$ cat src/rtl/shifter_pipe.sv
// -----------------------------------------------------------------------------
// shifter_pipe
//
// Pipelined barrel shifter with LOG_W register stages. Stage k performs the
// 2^k shift when bit k of the shift amount is set. Stage 0 also resolves
// saturation (in_amt >= DATA_W) before its own shift. The output is driven
// straight from the last stage's registers.
//
// Modes (in_mode): 00 LSL, 01 LSR, 10 ASR, 11 ROL.
//
// Ports:
//   clk        in   system clock, rising edge
//   rst_n      in   asynchronous active-low reset
//   in_valid   in   input beat valid
//   in_ready   out  block can accept a beat this cycle
//   in_data    in   [DATA_W-1:0] operand
//   in_amt     in   [AMT_W-1:0]  unsigned shift amount, 0..2*DATA_W-1
//   in_mode    in   [1:0] shift mode
//   out_valid  out  result valid
//   out_ready  in   downstream accepts the result
//   out_data   out  [DATA_W-1:0] shifted result
//   out_sticky out  OR of all bits discarded by the shift
//
// Optional feature macro: SHIFTER_PIPE_STICKY_EN
//   defined   : sticky bit is carried through every stage and reported.
//   undefined : no sticky flops; out_sticky is tied to 0.
//
// Handshake: a beat moves across an interface on a rising edge where valid
// and ready are both high. A stage loads when it is empty or when the stage
// after it loads (the last stage: when out_ready). in_ready is stage 0's load
// condition, so it is combinational from out_ready through the chain. Valid
// and data of a held stage never change, which keeps out_data/out_sticky
// stable under backpressure.
// -----------------------------------------------------------------------------
module shifter_pipe #(
  parameter  int DATA_W = 16,
  localparam int LOG_W  = $clog2(DATA_W),
  localparam int AMT_W  = LOG_W + 1
) (
  input  logic              clk,
  input  logic              rst_n,
  input  logic              in_valid,
  output logic              in_ready,
  input  logic [DATA_W-1:0] in_data,
  input  logic [AMT_W-1:0]  in_amt,
  input  logic [1:0]        in_mode,
  output logic              out_valid,
  input  logic              out_ready,
  output logic [DATA_W-1:0] out_data,
  output logic              out_sticky
);

  typedef enum logic [1:0] {
    MODE_LSL = 2'b00,
    MODE_LSR = 2'b01,
    MODE_ASR = 2'b10,
    MODE_ROL = 2'b11
  } mode_e;

  // ---------------------------------------------------------------------------
  // Stage-0 pre-step: saturation. Amounts >= DATA_W fully resolve here for
  // LSL/LSR/ASR; the remaining amount is forced to zero so later stages pass
  // the value through. ROL simply drops the amount MSB (amount mod DATA_W).
  // ---------------------------------------------------------------------------
  logic              w_sat;
  logic [DATA_W-1:0] w_pre_data;
  logic [LOG_W-1:0]  w_pre_amt;

  assign w_sat = in_amt[AMT_W-1] && (mode_e'(in_mode) != MODE_ROL);

  always_comb begin
    w_pre_data = in_data;
    w_pre_amt  = in_amt[LOG_W-1:0];
    if (w_sat) begin
      w_pre_amt  = '0;
      w_pre_data = (mode_e'(in_mode) == MODE_ASR) ? {DATA_W{in_data[DATA_W-1]}} : '0;
    end
  end

`ifdef SHIFTER_PIPE_STICKY_EN
  logic w_pre_sticky;
  // A saturated non-rotate shift discards every operand bit.
  assign w_pre_sticky = w_sat && (|in_data);
`endif

  // ---------------------------------------------------------------------------
  // Pipeline stages
  // ---------------------------------------------------------------------------
  for (genvar k = 0; k < LOG_W; k++) begin : g_stage
    localparam int SH = 1 << k;

    logic              w_src_valid;
    logic [DATA_W-1:0] w_src_data;
    logic [LOG_W-1:0]  w_src_amt;
    mode_e             w_src_mode;
    logic [DATA_W-1:0] w_nxt_data;
    logic              w_load;

    logic              r_valid;
    logic [DATA_W-1:0] r_data;
    logic [LOG_W-1:0]  r_amt;
    mode_e             r_mode;

`ifdef SHIFTER_PIPE_STICKY_EN
    logic w_src_sticky;
    logic w_nxt_sticky;
    logic r_sticky;
`endif

    // Source of this stage: the pre-stepped input beat or the previous stage.
    if (k == 0) begin : g_src
      assign w_src_valid  = in_valid;
      assign w_src_data   = w_pre_data;
      assign w_src_amt    = w_pre_amt;
      assign w_src_mode   = mode_e'(in_mode);
`ifdef SHIFTER_PIPE_STICKY_EN
      assign w_src_sticky = w_pre_sticky;
`endif
    end else begin : g_src
      assign w_src_valid  = g_stage[k-1].r_valid;
      assign w_src_data   = g_stage[k-1].r_data;
      assign w_src_amt    = g_stage[k-1].r_amt;
      assign w_src_mode   = g_stage[k-1].r_mode;
`ifdef SHIFTER_PIPE_STICKY_EN
      assign w_src_sticky = g_stage[k-1].r_sticky;
`endif
    end

    // Load when empty or when the downstream register is taking our contents.
    if (k == LOG_W-1) begin : g_ld
      assign w_load = !r_valid || out_ready;
    end else begin : g_ld
      assign w_load = !r_valid || g_stage[k+1].w_load;
    end

    always_comb begin
      w_nxt_data = w_src_data;
      if (w_src_amt[k]) begin
        case (w_src_mode)
          MODE_LSL: w_nxt_data = w_src_data << SH;
          MODE_LSR: w_nxt_data = w_src_data >> SH;
          MODE_ASR: w_nxt_data = DATA_W'($signed(w_src_data) >>> SH);
          default:  w_nxt_data = {w_src_data[DATA_W-SH-1:0], w_src_data[DATA_W-1 -: SH]};
        endcase
      end
    end

    // Payload only updates for a real beat; bubbles just clear the valid bit.
    always_ff @(posedge clk or negedge rst_n) begin
      if (!rst_n) begin
        r_valid <= 1'b0;
        r_data  <= '0;
        r_amt   <= '0;
        r_mode  <= MODE_LSL;
      end else if (w_load) begin
        r_valid <= w_src_valid;
        if (w_src_valid) begin
          r_data <= w_nxt_data;
          r_amt  <= w_src_amt;
          r_mode <= w_src_mode;
        end
      end
    end

`ifdef SHIFTER_PIPE_STICKY_EN
    // Bits pushed out of the word by this stage's 2^k shift.
    always_comb begin
      w_nxt_sticky = w_src_sticky;
      if (w_src_amt[k]) begin
        case (w_src_mode)
          MODE_LSL:           w_nxt_sticky = w_src_sticky | (|w_src_data[DATA_W-1 -: SH]);
          MODE_LSR, MODE_ASR: w_nxt_sticky = w_src_sticky | (|w_src_data[SH-1:0]);
          default:            w_nxt_sticky = w_src_sticky;
        endcase
      end
    end

    always_ff @(posedge clk or negedge rst_n) begin
      if (!rst_n) begin
        r_sticky <= 1'b0;
      end else if (w_load && w_src_valid) begin
        r_sticky <= w_nxt_sticky;
      end
    end
`endif
  end

  // The last stage's amount and mode have no consumer.
  logic w_unused;
  assign w_unused = ^{g_stage[LOG_W-1].r_amt, g_stage[LOG_W-1].r_mode};

  // ---------------------------------------------------------------------------
  // Outputs
  // ---------------------------------------------------------------------------
  assign in_ready  = g_stage[0].w_load;
  assign out_valid = g_stage[LOG_W-1].r_valid;
  assign out_data  = g_stage[LOG_W-1].r_data;

`ifdef SHIFTER_PIPE_STICKY_EN
  assign out_sticky = g_stage[LOG_W-1].r_sticky;
`else
  assign out_sticky = 1'b0;
`endif

endmodule

$ cat config.mk
export PLATFORM = sky130hd
export DESIGN_NAME = shifter_pipe
export DESIGN_NICKNAME = d
export VERILOG_FILES = /design/src/rtl/shifter_pipe.sv
export SDC_FILE = /design/constraint.sdc
export NUM_CORES = 1
export LEC_CHECK = 0
export ABC_AREA = 1
export CAP_MARGIN = 20
export CORE_MARGIN = 2
export CORE_UTILIZATION = 40
export CTS_BUF_LIST = sky130_fd_sc_hd__clkbuf_8
export CTS_CLUSTER_DIAMETER = 60
export DETAILED_ROUTE_END_ITERATION = 8
export PLACE_DENSITY = 0.57
export SYNTH_ARGS = -nofsm -noshare
export SYNTH_HDL_FRONTEND = slang
export SYNTH_SLANG_ARGS = --single-unit
$ cat constraint.sdc
create_clock -name clk -period 1.6 [get_ports clk]
set_input_delay 0.32 -clock clk [delete_from_list [all_inputs] [get_ports clk]]
set_output_delay 0.32 -clock clk [all_outputs]
set_load 0.01 [all_outputs]
### Word level (Yosys, flattened, before mapping)

Index checks and enable logic that the tools add are counted.

* magnitude comparators: 0
* shift-type cells: 0
* muxes and demuxes: 11
* bitwise logic cells: 0
* div/mod/pow operators: 0
* reduce and logical (&&, ||, !) cells: 17
* add/subtract/negate cells: 0
* equal/unequal tests: 9
* $mul: 0

Operator list (number)
* case mux 16 bit (3 select lines): 4
* 2-to-1 mux 16 bit: 6
* == test 2 x 1 -> 1 bit (second input constant): 4
* == test 2 bit (second input constant): 4
* logical NOT 2 bit: 4
* AND reduction 2 bit: 4
* logical NOT 1 bit: 4
* logical OR 1 bit: 4
* 2-to-1 mux 4 bit: 1
* inequality test 2 bit (second input constant): 1
* logical AND 1 bit: 1

* bits in latches: 0
* memory bits (writable): 0
* memory bits (read-only): 0
* memories: 0
* register bits after elaboration: 86
* output and inout bits: 19

### Depth between registers and ports, before layout

* word-level depth: 6
* mapped depth: 9
* mapped depth without buffers: 8

### Least setup slack after synthesis

Ideal clock, no wire load.

* path type: register -> register
* from: register g_stage[3].r_valid, in the netlist out_valid
* to: register g_stage[2].r_data[2]
* path slack: 0.272 ns
* arrival: 1.201 ns
* stages on the path, launching flop included: 9
* setup time: 0.127 ns
* data required time: 1.473 ns
* path buffers: 1
* path through: dfrtp_1 > inv_1 > nor2_4 > nand2_1 > nand2_4 > inv_1 > buf_2 > o21ai_0 > o22ai_1

* cells in the longest elaborated chain, start to end: 4

Ends and longest elaborated chain
* from (decl): line 99 `logic r_valid;`
* from (signal assigned): line 156 `r_valid <= w_src_valid;`
* logical NOT 1 bit: line 131 `assign w_load = !r_valid || out_ready;`
* logical OR 1 bit: line 131
* logical OR 1 bit: line 133 `assign w_load = !r_valid || g_stage[k+1].w_load;`
* AND reduction 2 bit (no line)
* to (signal assigned): line 158 `r_data <= w_nxt_data;`
* to (decl): line 100 `logic [DATA_W-1:0] r_data;`

No other way between the ends.
A chain may end at the register's enable or synchronous reset.

### Worst setup path in the final report

* from: register g_stage[3].r_data[3], in the netlist out_data[3]
* to: output out_data[3]

RTL lines
* from (decl): line 100
* from (signal assigned): line 158
* to (decl): line 49 `output logic [DATA_W-1:0] out_data,`

No word-level cell between the ends.

==> flow_metrics.env <==
export IMPL_setup_tns_final_ps=0
export IMPL_place_congestion=0.8450
export IMPL_chipWidth_um=110.0
export IMPL_fin_skew_ps=5.341
export IMPL_clockBufferDepth=2
export IMPL_io_buffers=44
export IMPL_place_ws_ps=-516.5
export IMPL_run_status="completed"
export IMPL_drt_first_iter_violations=175
export IMPL_cts_num_sinks=80
export IMPL_mappedNetlistArea_um2=4492
export IMPL_coreArea_um2=10890
export IMPL_clkPwrFrac=0.164
export IMPL_setup_repair_after_global_routing_missed_its_margin="no"
export IMPL_worst_path_largest_cell_delay_ps=540
export IMPL_critical_path_top_delay_family="buffers and inverters"
export IMPL_num_fill_cells=1063
export IMPL_postSynth_asyncResetShare=1.000
export IMPL_grt_start_max_net_pins=32
export IMPL_grtUsageTotal=0.1951
export IMPL_ioPinCount=46
export IMPL_dp_hpwl_um=8320
export IMPL_yosysWarnings=0
export IMPL_timing_worst_setup_path_type="register to output port"
export IMPL_areaGrowthSynthToFinish_pct=24.12
export IMPL_reg2reg_from="out_valid"
export IMPL_final_cell_mix="sky130_fd_sc_hd__nand2_1 (136), sky130_fd_sc_hd__dfrtp_1 (80), sky130_fd_sc_hd__inv_1 (68), sky130_fd_sc_hd__nor2_1 (68), sky130_fd_sc_hd__nand3_1 (63)"
export IMPL_synth_cell_type_count=27
export IMPL_regToRegSetupSlack_ps=170
export IMPL_critical_path_start_type="register"
export IMPL_clock_tree_root_cell="sky130_fd_sc_hd__clkbuf_8"
export IMPL_drt_first_pass_iters=5
export IMPL_min_path_type="input port to asynchronous set/reset pin"
export IMPL_power_switching_fraction=0.3980
export IMPL_initial_antenna_violation_count=0
export IMPL_effective_utilization_at_floorplan=0.4125
export IMPL_arrival_time_at_the_worst_endpoint_ps=1240
export IMPL_vdd_ir_drop_max_mv=0.7040
export IMPL_clk_transition_reported_paths_ps=80
export IMPL_critPathMaxFanout=2
export IMPL_finish_net_count=706
export IMPL_pwr_share_comb=0.468
export IMPL_mostFrequentLayoutCell="sky130_fd_sc_hd__nand2_1"
export IMPL_total_power_uw=8946
export IMPL_slew_viol_final=0
export IMPL_postSynthNetCount=642
export IMPL_internal_power_uw=5386
export IMPL_ys_seq_elements=80
export IMPL_p_leak_uw=0.002794
export IMPL_cts_tree="yes"
export IMPL_critical_path_endpoint_type="output port"
export IMPL_final_hold_viol_count=0
export IMPL_drt_wl_total_um=10640
export IMPL_critical_path_cell_chain="clkdlybuf4s50_1"
export IMPL_required_ps=1280
export IMPL_layout_drive_gt1_share=0.1170
export IMPL_detail_route_drc_violations=0
export IMPL_setup_viol=0
export IMPL_predominant_post_synthesis_flop_cell="sky130_fd_sc_hd__dfrtp_1"
export IMPL_timing_reg2reg_worst_path_depth=9
export IMPL_synth_sequential_area_ratio=0.4457
export IMPL_insertion_delay_ps=350
export IMPL_rows=38
export IMPL_timing_fmax_ghz=0.6415
export IMPL_detail_route_wl_per_cell_um=12.91
export IMPL_die_h_um=110.0
export IMPL_grt_ovfl_total=0
export IMPL_postSynthCellCount=615
export IMPL_max_cap_viol_count=0
export IMPL_synth_edff_count=0
export IMPL_antenna_diode_count=0
export IMPL_fin_crit_ps=1559
export IMPL_r2r_end="g_stage[0].r_data[14]"
export IMPL_final_setup_worst_slack_ps=41.06
export IMPL_number_of_buffers_inserted_during_clock_tree_synthesis=9
export IMPL_syn_avg_cell_area_um2=7.304
export IMPL_seq_power_share=0.369
export IMPL_grt_first_pass_wirelength_um=18730
export IMPL_htree_num_levels=3
export IMPL_grt_pass1_vias=4192
export IMPL_timing_critical_path_slowest_stage_cell="sky130_fd_sc_hd__clkdlybuf4s50_1"
export IMPL_net_switching_power_uw=3561
export IMPL_route_vias_total=4134
export IMPL_timing_final_crit_share=0.9743
export IMPL_powerDensity_nw_per_um2=1605
export IMPL_die_area_um2=12090
export IMPL_ant_nets=0
export IMPL_worst_path_buf_inv=1
export IMPL_routed_via_density=5.017
[layer usage]
metal	routed length (µm)	track usage	vias to the layer above
li1	-	-	2128
met1	4644	0.2244	1898
met2	5384	0.3514	85
met3	327	0.03175	23
met4	280	0.09222	0
met5	0	0	-
[per-stage QoR]
stage / hold WS [ps] / util / cell area, µm² / instances
2_1_floorplan: 24.41 / - / 4492 / 615
3_3_place_gp: 283.3 / 0.4897 / 5331 / 806
3_5_place_dp: 284.9 / 0.4897 / 5331 / 806
4_1_cts: 449.3 / 0.5091 / 5543 / 824
5_1_grt: 467.7 / 0.5121 / 5575 / 824
6_report: 445.1 / 0.5121 / 5575 / 824
[flip-flops by register name, indices dropped and copies added, names as in the netlist]
signal	flops
g_stage.r_amt	6
out_valid	1
out_data	16
g_stage.r_mode	6
g_stage.r_valid	3
g_stage.r_data	48
[synth_stat cells, types with 2 or more instances]
| master | count | area, µm² |
|---|---|---|
| sky130_fd_sc_hd__a22oi_1 | 20 | 150.1 |
| sky130_fd_sc_hd__o21ai_0 | 47 | 235.2 |
| sky130_fd_sc_hd__inv_1 | 68 | 255.2 |
| sky130_fd_sc_hd__clkbuf_1 | 7 | 26.28 |
| sky130_fd_sc_hd__nand3_1 | 63 | 315.3 |
| sky130_fd_sc_hd__inv_2 | 2 | 7.510 |
| sky130_fd_sc_hd__dfrtp_1 | 80 | 2002 |
| sky130_fd_sc_hd__buf_2 | 15 | 75.07 |
| sky130_fd_sc_hd__buf_4 | 6 | 45.04 |
| sky130_fd_sc_hd__o211ai_1 | 8 | 60.06 |
| sky130_fd_sc_hd__nand2_2 | 11 | 68.82 |
| sky130_fd_sc_hd__a21oi_1 | 53 | 265.3 |
| sky130_fd_sc_hd__nand2_4 | 2 | 22.52 |
| sky130_fd_sc_hd__o21ai_1 | 9 | 45.04 |
| sky130_fd_sc_hd__nand2_1 | 137 | 514.2 |
| sky130_fd_sc_hd__nor2_1 | 69 | 259.0 |
| sky130_fd_sc_hd__buf_6 | 5 | 56.30 |
| sky130_fd_sc_hd__o22ai_1 | 4 | 25.02 |
[timing repair]
| item | 4_1_cts | 5_1_grt |
|---|---|---|
| setup buffers | 1 | 0 |
| hold endpoints to repair | 28 | 0 |
| endpoints found under the setup margin | 1 | 12 |
| pin swaps | 2 | 0 |
| gates cloned | 0 | 0 |
| gates resized for setup | 6 | 13 |
| hold buffers | 1 | 0 |
[power by group through the flow]
stage	clock network (µW)	registers, µW	logic (µW)
5_1_grt	1600	3420	4740
4_1_cts	1510	3310	4220
2_1_floorplan	0	3350	2540
3_5_place_dp	0	3350	4200
3_3_place_gp	0	3320	4140
6_report	1470	3300	4180
[cells by family after synthesis]
| family | share of synthesized area |
|---|---|
| AOI/OAI and AO/OA | 0.1752 |
| xor gates and xnor gates | 0.001950 |
| buffers and inverters | 0.1045 |
| DFF | 0.4457 |
| other | 0.0008349 |
| and+or+nand+nor | 0.2719 |
[worst max-delay path by stage]
stage / start / depth (start not counted) / to / slack (ps)
final: out_data[3] / 1 / out_data[3] / 40
after CTS: out_valid / 1 / out_valid / 9
after global routing: out_data[10] / 1 / out_data[10] / 0.8
after detailed placement: out_ready / 6 / in_ready / -520
after global placement: out_ready / 6 / in_ready / -480
after floorplan: out_valid / 8 / g_stage[2].r_data[2] / 270
[layout make-up]
type / instances / area [µm²] / area share
multi-input combinational: 431 / 2031 / 0.3642
tap: 140 / 175.2 / 0.03142
sequential: 80 / 2002 / 0.3591
clock inverter: 6 / 60.06 / 0.01077
inverter: 70 / 262.8 / 0.04713
timing repair buffer: 87 / 907.1 / 0.1627
clock buffer: 10 / 137.6 / 0.02469
No activity file was read; power rests on OpenSTA's default activity.
